$ cat src/rtl/msrv32_pkg.sv
// Shared constants and types for the msrv32 store path: funct3 encodings,
// FSM state and byte-lane mask constants.
package msrv32_pkg;

  localparam logic [2:0] F3_SB = 3'b000;
  localparam logic [2:0] F3_SH = 3'b001;
  localparam logic [2:0] F3_SW = 3'b010;

  localparam logic [3:0] MASK_BYTE    = 4'b0001;
  localparam logic [3:0] MASK_HALF_LO = 4'b0011;
  localparam logic [3:0] MASK_HALF_HI = 4'b1100;
  localparam logic [3:0] MASK_WORD    = 4'b1111;

  typedef enum logic {
    IDLE = 1'b0,
    REQ  = 1'b1
  } store_state_e;

endpackage

$ cat src/rtl/msrv32_store_lane_gen.sv
// Combinational lane steering for RV32I stores: replicates rs2 across byte
// lanes, builds the byte enable and flags misaligned or illegal widths.
module msrv32_store_lane_gen
  import msrv32_pkg::*;
(
  input  logic [2:0]  funct3,
  input  logic [1:0]  addr_lsb,
  input  logic [31:0] rs2,
  output logic [31:0] data,
  output logic [3:0]  mask,
  output logic        misaligned
);

  always_comb begin
    // NOTE: every output gets a default first so no path through the case infers a latch.
    data       = '0;
    mask       = '0;
    misaligned = 1'b0;
    case (funct3)
      F3_SB: begin
        data = {4{rs2[7:0]}};
        mask = MASK_BYTE << addr_lsb;
      end
      F3_SH: begin
        data       = {2{rs2[15:0]}};
        mask       = addr_lsb[1] ? MASK_HALF_HI : MASK_HALF_LO;
        misaligned = addr_lsb[0];
      end
      F3_SW: begin
        data       = rs2;
        mask       = MASK_WORD;
        misaligned = |addr_lsb;
      end
      default: misaligned = 1'b1;
    endcase
  end

endmodule

$ cat src/rtl/msrv32_store_unit.sv
// RV32I store unit: lane-aligns a store and runs a req/ack handshake with data
// memory. Define MSRV32_STORE_TIMEOUT_EN to abort a store that is never acked.
module msrv32_store_unit
  import msrv32_pkg::*;
#(
  parameter int ADDR_W         = 32,
  parameter int DATA_W         = 32,
  parameter int TIMEOUT_CYCLES = 16
) (
  input  logic              ms_riscv32_mp_clk_in,
  input  logic              ms_riscv32_mp_rst_in,
  input  logic              store_req_in,
  input  logic [2:0]        funct3_in,
  input  logic [ADDR_W-1:0] iadder_in,
  input  logic [DATA_W-1:0] rs2_in,
  input  logic              dm_ack_in,
  output logic              dm_wr_req_out,
  output logic [ADDR_W-1:0] dm_addr_out,
  output logic [DATA_W-1:0] dm_data_out,
  output logic [3:0]        dm_wr_mask_out,
  output logic              busy_out,
  output logic              done_out,
  output logic              misaligned_out,
  output logic              timeout_out
);

  store_state_e state;

  logic [31:0] lane_data;
  logic [3:0]  lane_mask;
  logic        lane_misaligned;

  msrv32_store_lane_gen u_lane_gen (
    .funct3     (funct3_in),
    .addr_lsb   (iadder_in[1:0]),
    .rs2        (rs2_in),
    .data       (lane_data),
    .mask       (lane_mask),
    .misaligned (lane_misaligned)
  );

`ifdef MSRV32_STORE_TIMEOUT_EN
  localparam int CNT_W = $clog2(TIMEOUT_CYCLES + 1);
  localparam logic [CNT_W-1:0] CNT_LAST = CNT_W'(TIMEOUT_CYCLES - 1);
  logic [CNT_W-1:0] wait_cnt;
`else
  assign timeout_out = 1'b0;
`endif

  // NOTE: state and registered outputs use non-blocking assignments so every
  // read in this block sees the pre-edge value.
  always_ff @(posedge ms_riscv32_mp_clk_in) begin
    if (ms_riscv32_mp_rst_in) begin
      state          <= IDLE;
      dm_wr_req_out  <= 1'b0;
      dm_addr_out    <= '0;
      dm_data_out    <= '0;
      dm_wr_mask_out <= '0;
      busy_out       <= 1'b0;
      done_out       <= 1'b0;
      misaligned_out <= 1'b0;
`ifdef MSRV32_STORE_TIMEOUT_EN
      timeout_out    <= 1'b0;
      wait_cnt       <= '0;
`endif
    end else begin
      done_out       <= 1'b0;
      misaligned_out <= 1'b0;
`ifdef MSRV32_STORE_TIMEOUT_EN
      timeout_out    <= 1'b0;
`endif
      case (state)
        IDLE: begin
          if (store_req_in) begin
            if (lane_misaligned) begin
              misaligned_out <= 1'b1;
            end else begin
              state          <= REQ;
              dm_wr_req_out  <= 1'b1;
              busy_out       <= 1'b1;
              dm_addr_out    <= {iadder_in[ADDR_W-1:2], 2'b00};
              dm_data_out    <= DATA_W'(lane_data);
              dm_wr_mask_out <= lane_mask;
`ifdef MSRV32_STORE_TIMEOUT_EN
              wait_cnt       <= '0;
`endif
            end
          end
        end
        REQ: begin
          // Ack is checked first so an ack on the final allowed cycle completes.
          if (dm_ack_in) begin
            state         <= IDLE;
            dm_wr_req_out <= 1'b0;
            busy_out      <= 1'b0;
            done_out      <= 1'b1;
`ifdef MSRV32_STORE_TIMEOUT_EN
          end else if (wait_cnt == CNT_LAST) begin
            state         <= IDLE;
            dm_wr_req_out <= 1'b0;
            busy_out      <= 1'b0;
            timeout_out   <= 1'b1;
          end else begin
            wait_cnt      <= wait_cnt + 1'b1;
`endif
          end
        end
        default: state <= IDLE;
      endcase
    end
  end

endmodule

$ cat config.mk
export PLATFORM = sky130hd
export DESIGN_NAME = msrv32_store_unit
export DESIGN_NICKNAME = d
export VERILOG_FILES = /design/src/rtl/msrv32_pkg.sv /design/src/rtl/msrv32_store_lane_gen.sv /design/src/rtl/msrv32_store_unit.sv
export SDC_FILE = /design/constraint.sdc
export NUM_CORES = 1
export LEC_CHECK = 0
export BUFFER_PORTS_ARGS = -buffer_cell sky130_fd_sc_hd__clkbuf_2
export CAP_MARGIN = 20
export CORE_AREA = 8 8 84 104
export DETAILED_ROUTE_END_ITERATION = 12
export DIE_AREA = 0 0 92 112
export GPL_ROUTABILITY_DRIVEN = 0
export GPL_TIMING_DRIVEN = 0
export PLACE_DENSITY_LB_ADDON = 0.08
export SLEW_MARGIN = 0
export SYNTH_ARGS = -nofsm -noshare
export SYNTH_HDL_FRONTEND = slang
export SYNTH_SLANG_ARGS = --single-unit
$ cat constraint.sdc
create_clock -name ms_riscv32_mp_clk_in -period 1.5 [get_ports ms_riscv32_mp_clk_in]
set_input_delay 0.075 -clock ms_riscv32_mp_clk_in [delete_from_list [all_inputs] [get_ports ms_riscv32_mp_clk_in]]
set_output_delay 0.075 -clock ms_riscv32_mp_clk_in [all_outputs]
set_load 0.05 [all_outputs]
After elaboration in Yosys (flattened, before gate mapping)
Cells that the tools add are included.
{"block": "classes", "n_eq_ne": 5, "shifts": 1, "muxes": 14, "bitwise": 3, "n_reduce_logical": 6}
{"cell": "case mux 32 bit (3 select lines)", "n": 1}
{"cell": "case mux 4 bit (3 select lines)", "n": 1}
{"cell": "2-to-1 mux 1 bit", "n": 8}
{"cell": "inequality test 2 bit (second input constant)", "n": 3}
{"cell": "AND reduction 3 bit", "n": 2}
{"cell": "2-to-1 mux 4 bit", "n": 1}
{"cell": "case mux 1 bit (2 select lines)", "n": 2}
{"cell": "OR reduction 2 bit", "n": 2}
{"cell": "left shift 1 x 2 -> 4 bit (first input constant)", "n": 1}
{"cell": "equality test 3 x 1 -> 1 bit (second input constant)", "n": 1}
{"cell": "equality test 3 x 2 -> 1 bit (second input constant)", "n": 1}
{"cell": "zero test 3 bit", "n": 1}
{"cell": "inverter 1 bit", "n": 3}
{"cell": "case mux 1 bit (3 select lines)", "n": 1}
{"cell": "OR reduction 3 bit", "n": 1}
{"block": "word_totals", "register_bits": 70, "in_bits": 71, "output_inout_bits": 73, "word_cells": 36}

Logic depth before layout (Yosys ltp)
{"block": "depth", "depth_word": 5, "mapped_depth": 6, "depth_no_buf": 4}

Modules after synthesis
From an unflattened synthesis, not the netlist that was laid out.
{"block": "hier_totals", "cells_unflattened": 405, "hier_area_um2": 3664.8}
{"mod": "msrv32_store_unit", "n_inst": 1, "cells_per_inst": 304, "area_per_inst_um2": 3108.0, "seq_area_each_um2": 1401.3}
{"mod": "msrv32_store_lane_gen", "n_inst": 1, "cells_per_inst": 101, "area_per_inst_um2": 556.8, "seq_area_each_um2": 0.0}

Least setup slack after synthesis
Ideal clock, no wire load.
{"block": "synth_timing", "kind": "reg-to-reg", "start": "register state", "end": "register dm_data_out[27]", "setup_time_ns": 0.132, "t_arrival_ns": 1.253, "required_time_ns": 1.368, "slack_ns": 0.115, "path_stages_with_launch": 7, "n_path_buf": 2, "period_less_slack_ns": 1.385, "cell_sequence": "dfxtp_1 nor3b_1 o21ai_2 buf_2 buf_2 a211oi_1 nor3_1"}
{"block": "synth_between", "elab_chain_len": 2}
{"element": "from (decl)", "line_no": "msrv32_store_unit.sv:27", "source": "store_state_e state;"}
{"element": "from (signal assigned)", "line_no": "msrv32_store_unit.sv:54", "source": "state <= IDLE;"}
{"element": "from (signal assigned)", "line_no": "msrv32_store_unit.sv:78", "source": "state <= REQ;"}
{"element": "from (signal assigned)", "line_no": "msrv32_store_unit.sv:93", "source": "state <= IDLE;"}
{"element": "inverter 1 bit (no line)"}
{"element": "AND reduction 3 bit (no line)"}
{"element": "to (signal assigned)", "line_no": "msrv32_store_unit.sv:82", "source": "dm_data_out <= DATA_W'(lane_data);"}
{"element": "to (decl)", "line_no": "msrv32_store_unit.sv:19", "source": "output logic [DATA_W-1:0] dm_data_out,"}
Every way passes these cells.
A chain may end at the register's enable or synchronous reset.

Worst setup path in the final report
{"block": "layout_timing", "start": "register state", "end": "register dm_data_out[19]"}
The elaborated chain is that of the path after synthesis.

==> results.md <==
- Antenna-violating nets left: 0
- Number of antenna repair diodes: 0
- Number of standard cells after synthesis: 355
- Worst setup slack for register-to-register paths: 0.06 ns
- Synth top area share: 0.498
- Combined area of the multi-input logic cells: 1290 um2
- Share of post-route cells with drive strength above 1: 0.330
- Total Power Consumption: 4.28 mW
- Total of buffers placed on input and output ports: 139
- Share of synthesized area occupied by flip-flops and latches: 0.498
- Clock Power Share: 0.345
- Die area: 10300 um2
- Setup-violating endpoint count in the final report: 0
- Die Wd: 92 um
- Clock tree from TritonCTS: done
- Row count: 35
- Biggest cell delay along the critical path: 0.36 ns
- Crit. End Element: flop
- Leading cell types in the layout, fill and taps excluded: 139 x sky130_fd_sc_hd__clkbuf_2, 86 x sky130_fd_sc_hd__nand2_1, 69 x sky130_fd_sc_hd__dfxtp_1, 58 x sky130_fd_sc_hd__a21oi_1, 37 x sky130_fd_sc_hd__dlygate4sd3_1
- Overall routing resource usage: 0.180
- Synth area leaders: sky130_fd_sc_hd__dfxtp_1 50%, sky130_fd_sc_hd__nand2_1 11%, sky130_fd_sc_hd__a21oi_1 10%
- Register bit count reported by yosys: 70
- Required time of the worst setup path: 1.78 ns
- Mean routed wirelength per cell: 14.4 um
- Clock sinks: 70
- Skew-Pair Late Insertion Delay: 0.34 ns
- Mean instance size in the synthesized netlist: 7.93 um2
- Share of total power in sequential cells: 0.459
- Final wirelength: 9240 um
- Area leader, netlist: sky130_fd_sc_hd__dfxtp_1
- Clock-pin slew on the worst setup and hold paths: 0.07 ns
- # nets final: 618
- Number of max-capacitance violations reported: 0
- Total vias in the final route: 3026
- Cell Chain, Critical Path: nor3b_4 -> o21ai_4 -> buf_12 -> or3_1 -> a21oi_1
- Initial DRC Count: 128
- Peak supply drop: 0.499 mV
- Wire length of the first global-routing pass: 15200 um
- Hold Vio Cnt, Final: 0
- Count of cell types in the netlist: 25
- PnR worst setup slack: 0.0587 ns
- Psw: 1.25 mW
- Max Transition Viols Final: 0
- Number of DRC violations after detailed routing: 0
- Starting density of the core: 0.392
- Initial antenna violation count: 0
- Skew final: 0.00696 ns
- Run status: complete, no violations
- Root Buffer Master: sky130_fd_sc_hd__clkbuf_8
- Slew @ Worst Pin: 0.506 ns
- Post-synth design cell area: 2810 um2
- Ratio of total power to cell area: 995 nW/um2
- Global route total overflow: 0
- Number of buffers and inverters on the critical path: 1
- Path type of the worst min-delay path: input pin to flop
- Number of global-route vias before repair: 3084
- Crit Path Class: flop to flop
- Area taken by flip-flops and latches: 1410 um2
- Total internal power: 3.02 mW
- Maximum number of pins on one net before global-route repair: 18
- Logic pwr share: 0.196
- Crit-path slowest cell: sky130_fd_sc_hd__or3_1
- Height of the die: 112 um
- Fillers: 697
- Achievable frequency: 694 MHz
- Switching share of power: 0.293
- Sort of element at the start of the critical path: flop
- Number of clock buffers inserted by TritonCTS: 9
- Setup slack at placement: -0.194 ns
- Depth of the CTS H-tree: 3
- Final core area utilization: 0.598
- Ratio of final minimum period to clock period: 0.961
- Synth-to-Final Area Change: 52.7%
- Post-detail-place hpwl: 6840 um
- Worst path top cell family by delay: simple AND/OR/NAND/NOR gates
- Most common library cell in the layout ignoring fill and taps: sky130_fd_sc_hd__clkbuf_2
- Data arrival time of the worst path: 1.72 ns
- Number of iterations in the first detailed-routing pass: 4
- Maximum buffer depth of the clock tree: 2
- Core box area: 7180 um2
- Top-level port count: 144
- Highest fanout seen on the critical path: 9
- Leakage power figure: 1.89 nW
- Total of warnings raised by yosys: 0
- Worst-case headroom to the max-slew limit: 0.663
- Number of vias per cell: 4.71
- Post-route non-filler standard cell count: 643
- Fin crit period: 1.44 ns
- Total instance count after detailed placement: 588
==> repair_timing <==
action,CTS,global route
pin swaps,0,2
buffers inserted,0,4
hold buffers,37,0
setup endpoints to repair,62,58
resized for setup,2,23
endpoints found under the hold margin,38,0
==> per-layer routing <==
metal,vias to the layer above,GRT usage,share of wire
li1,1568,-,-
met5,-,0,0
met4,0,0.0787,0.023
met2,107,0.300,0.48
met3,20,0.0666,0.079
met1,1331,0.198,0.42
==> power groups by stage <==
stage	logic (mW)	clock network (mW)	registers [mW]
2_1_floorplan	0.259	0	2.24
3_3_place_gp	0.734	0	2.00
3_5_place_dp	0.740	0	2.00
4_1_cts	0.818	1.53	1.96
5_1_grt	0.910	1.60	1.97
6_report	0.839	1.48	1.96
==> cells in the mapped netlist <==
library cell / number
sky130_fd_sc_hd__dfxtp_1: 70
sky130_fd_sc_hd__a211oi_1: 17
sky130_fd_sc_hd__buf_4: 4
sky130_fd_sc_hd__nor3_2: 1
sky130_fd_sc_hd__conb_1: 1
sky130_fd_sc_hd__mux2i_1: 8
sky130_fd_sc_hd__a21boi_0: 1
sky130_fd_sc_hd__clkbuf_1: 10
sky130_fd_sc_hd__nor2_1: 29
sky130_fd_sc_hd__buf_1: 2
sky130_fd_sc_hd__inv_1: 1
sky130_fd_sc_hd__nor3b_1: 1
sky130_fd_sc_hd__nand2b_1: 1
sky130_fd_sc_hd__o21ai_0: 8
sky130_fd_sc_hd__nor2b_1: 9
sky130_fd_sc_hd__nor3_1: 16
sky130_fd_sc_hd__o21ai_2: 1
sky130_fd_sc_hd__buf_2: 16
sky130_fd_sc_hd__or3_1: 8
sky130_fd_sc_hd__and2b_1: 1
sky130_fd_sc_hd__o21a_1: 1
sky130_fd_sc_hd__nand2_1: 86
sky130_fd_sc_hd__nand3b_1: 4
sky130_fd_sc_hd__nor4b_1: 1
sky130_fd_sc_hd__a21oi_1: 58
==> cell type report <==
type / instances / share of cell area
Timing Repair Buffer: 180 / 0.259
Multi-Input combinational cell: 254 / 0.300
Clock buffer: 11 / 0.0329
Tap cell: 92 / 0.0268
Clock inverter: 4 / 0.0111
Buffer: 31 / 0.0425
Sequential cell: 70 / 0.327
Inverter: 1 / 0.000873
==> sequential cells by signal, summed over array words and instances, names as in the netlist <==
name / flops
misaligned_out: 1
dm_wr_mask_out: 4
done_out: 1
dm_data_out: 32
dm_addr_out: 30
busy_out: 1
state: 1
==> stage by stage <==
| step | area [um2] | TNS (ns) | hold slack, ns |
|---|---|---|---|
| floorplan | 2820 | 0 | 0.211 |
| global placement | 3630 | -1.89 | 0.298 |
| detailed placement | 3630 | -3.67 | 0.305 |
| CTS | 4200 | 0 | 0.000122 |
| global route | 4300 | -0.0476 | 0.0234 |
| finish | 4300 | 0 | 0.00837 |
==> worst reg2reg max path, delay by kind of cell, from the launching register on <==
kind,cells,cell delay [ns]
buffers and inverters,1,0.16
and+or+nand+nor,2,0.60
AOI/OAI and AO/OA,2,0.27
DFF,1,0.35
==> logic make-up after synthesis <==
group                  synth area share
AOI/OAI and AO/OA                 0.171
buffers and inverters            0.0565
DFF                               0.498
muxes                            0.0285
other                           0.00133
and+or+nand+nor                   0.245
==> path summary, 6_finish.rpt <==
kind / startpoint / endpoint / depth (start not counted)
max: state / dm_data_out[19] / 5
min: rs2_in[4] / dm_data_out[4] / 3
max reg2reg: state / dm_data_out[19] / 5
min reg2reg: dm_data_out[17] / dm_data_out[17] / 2
Power figures use the tool's default switching activity.
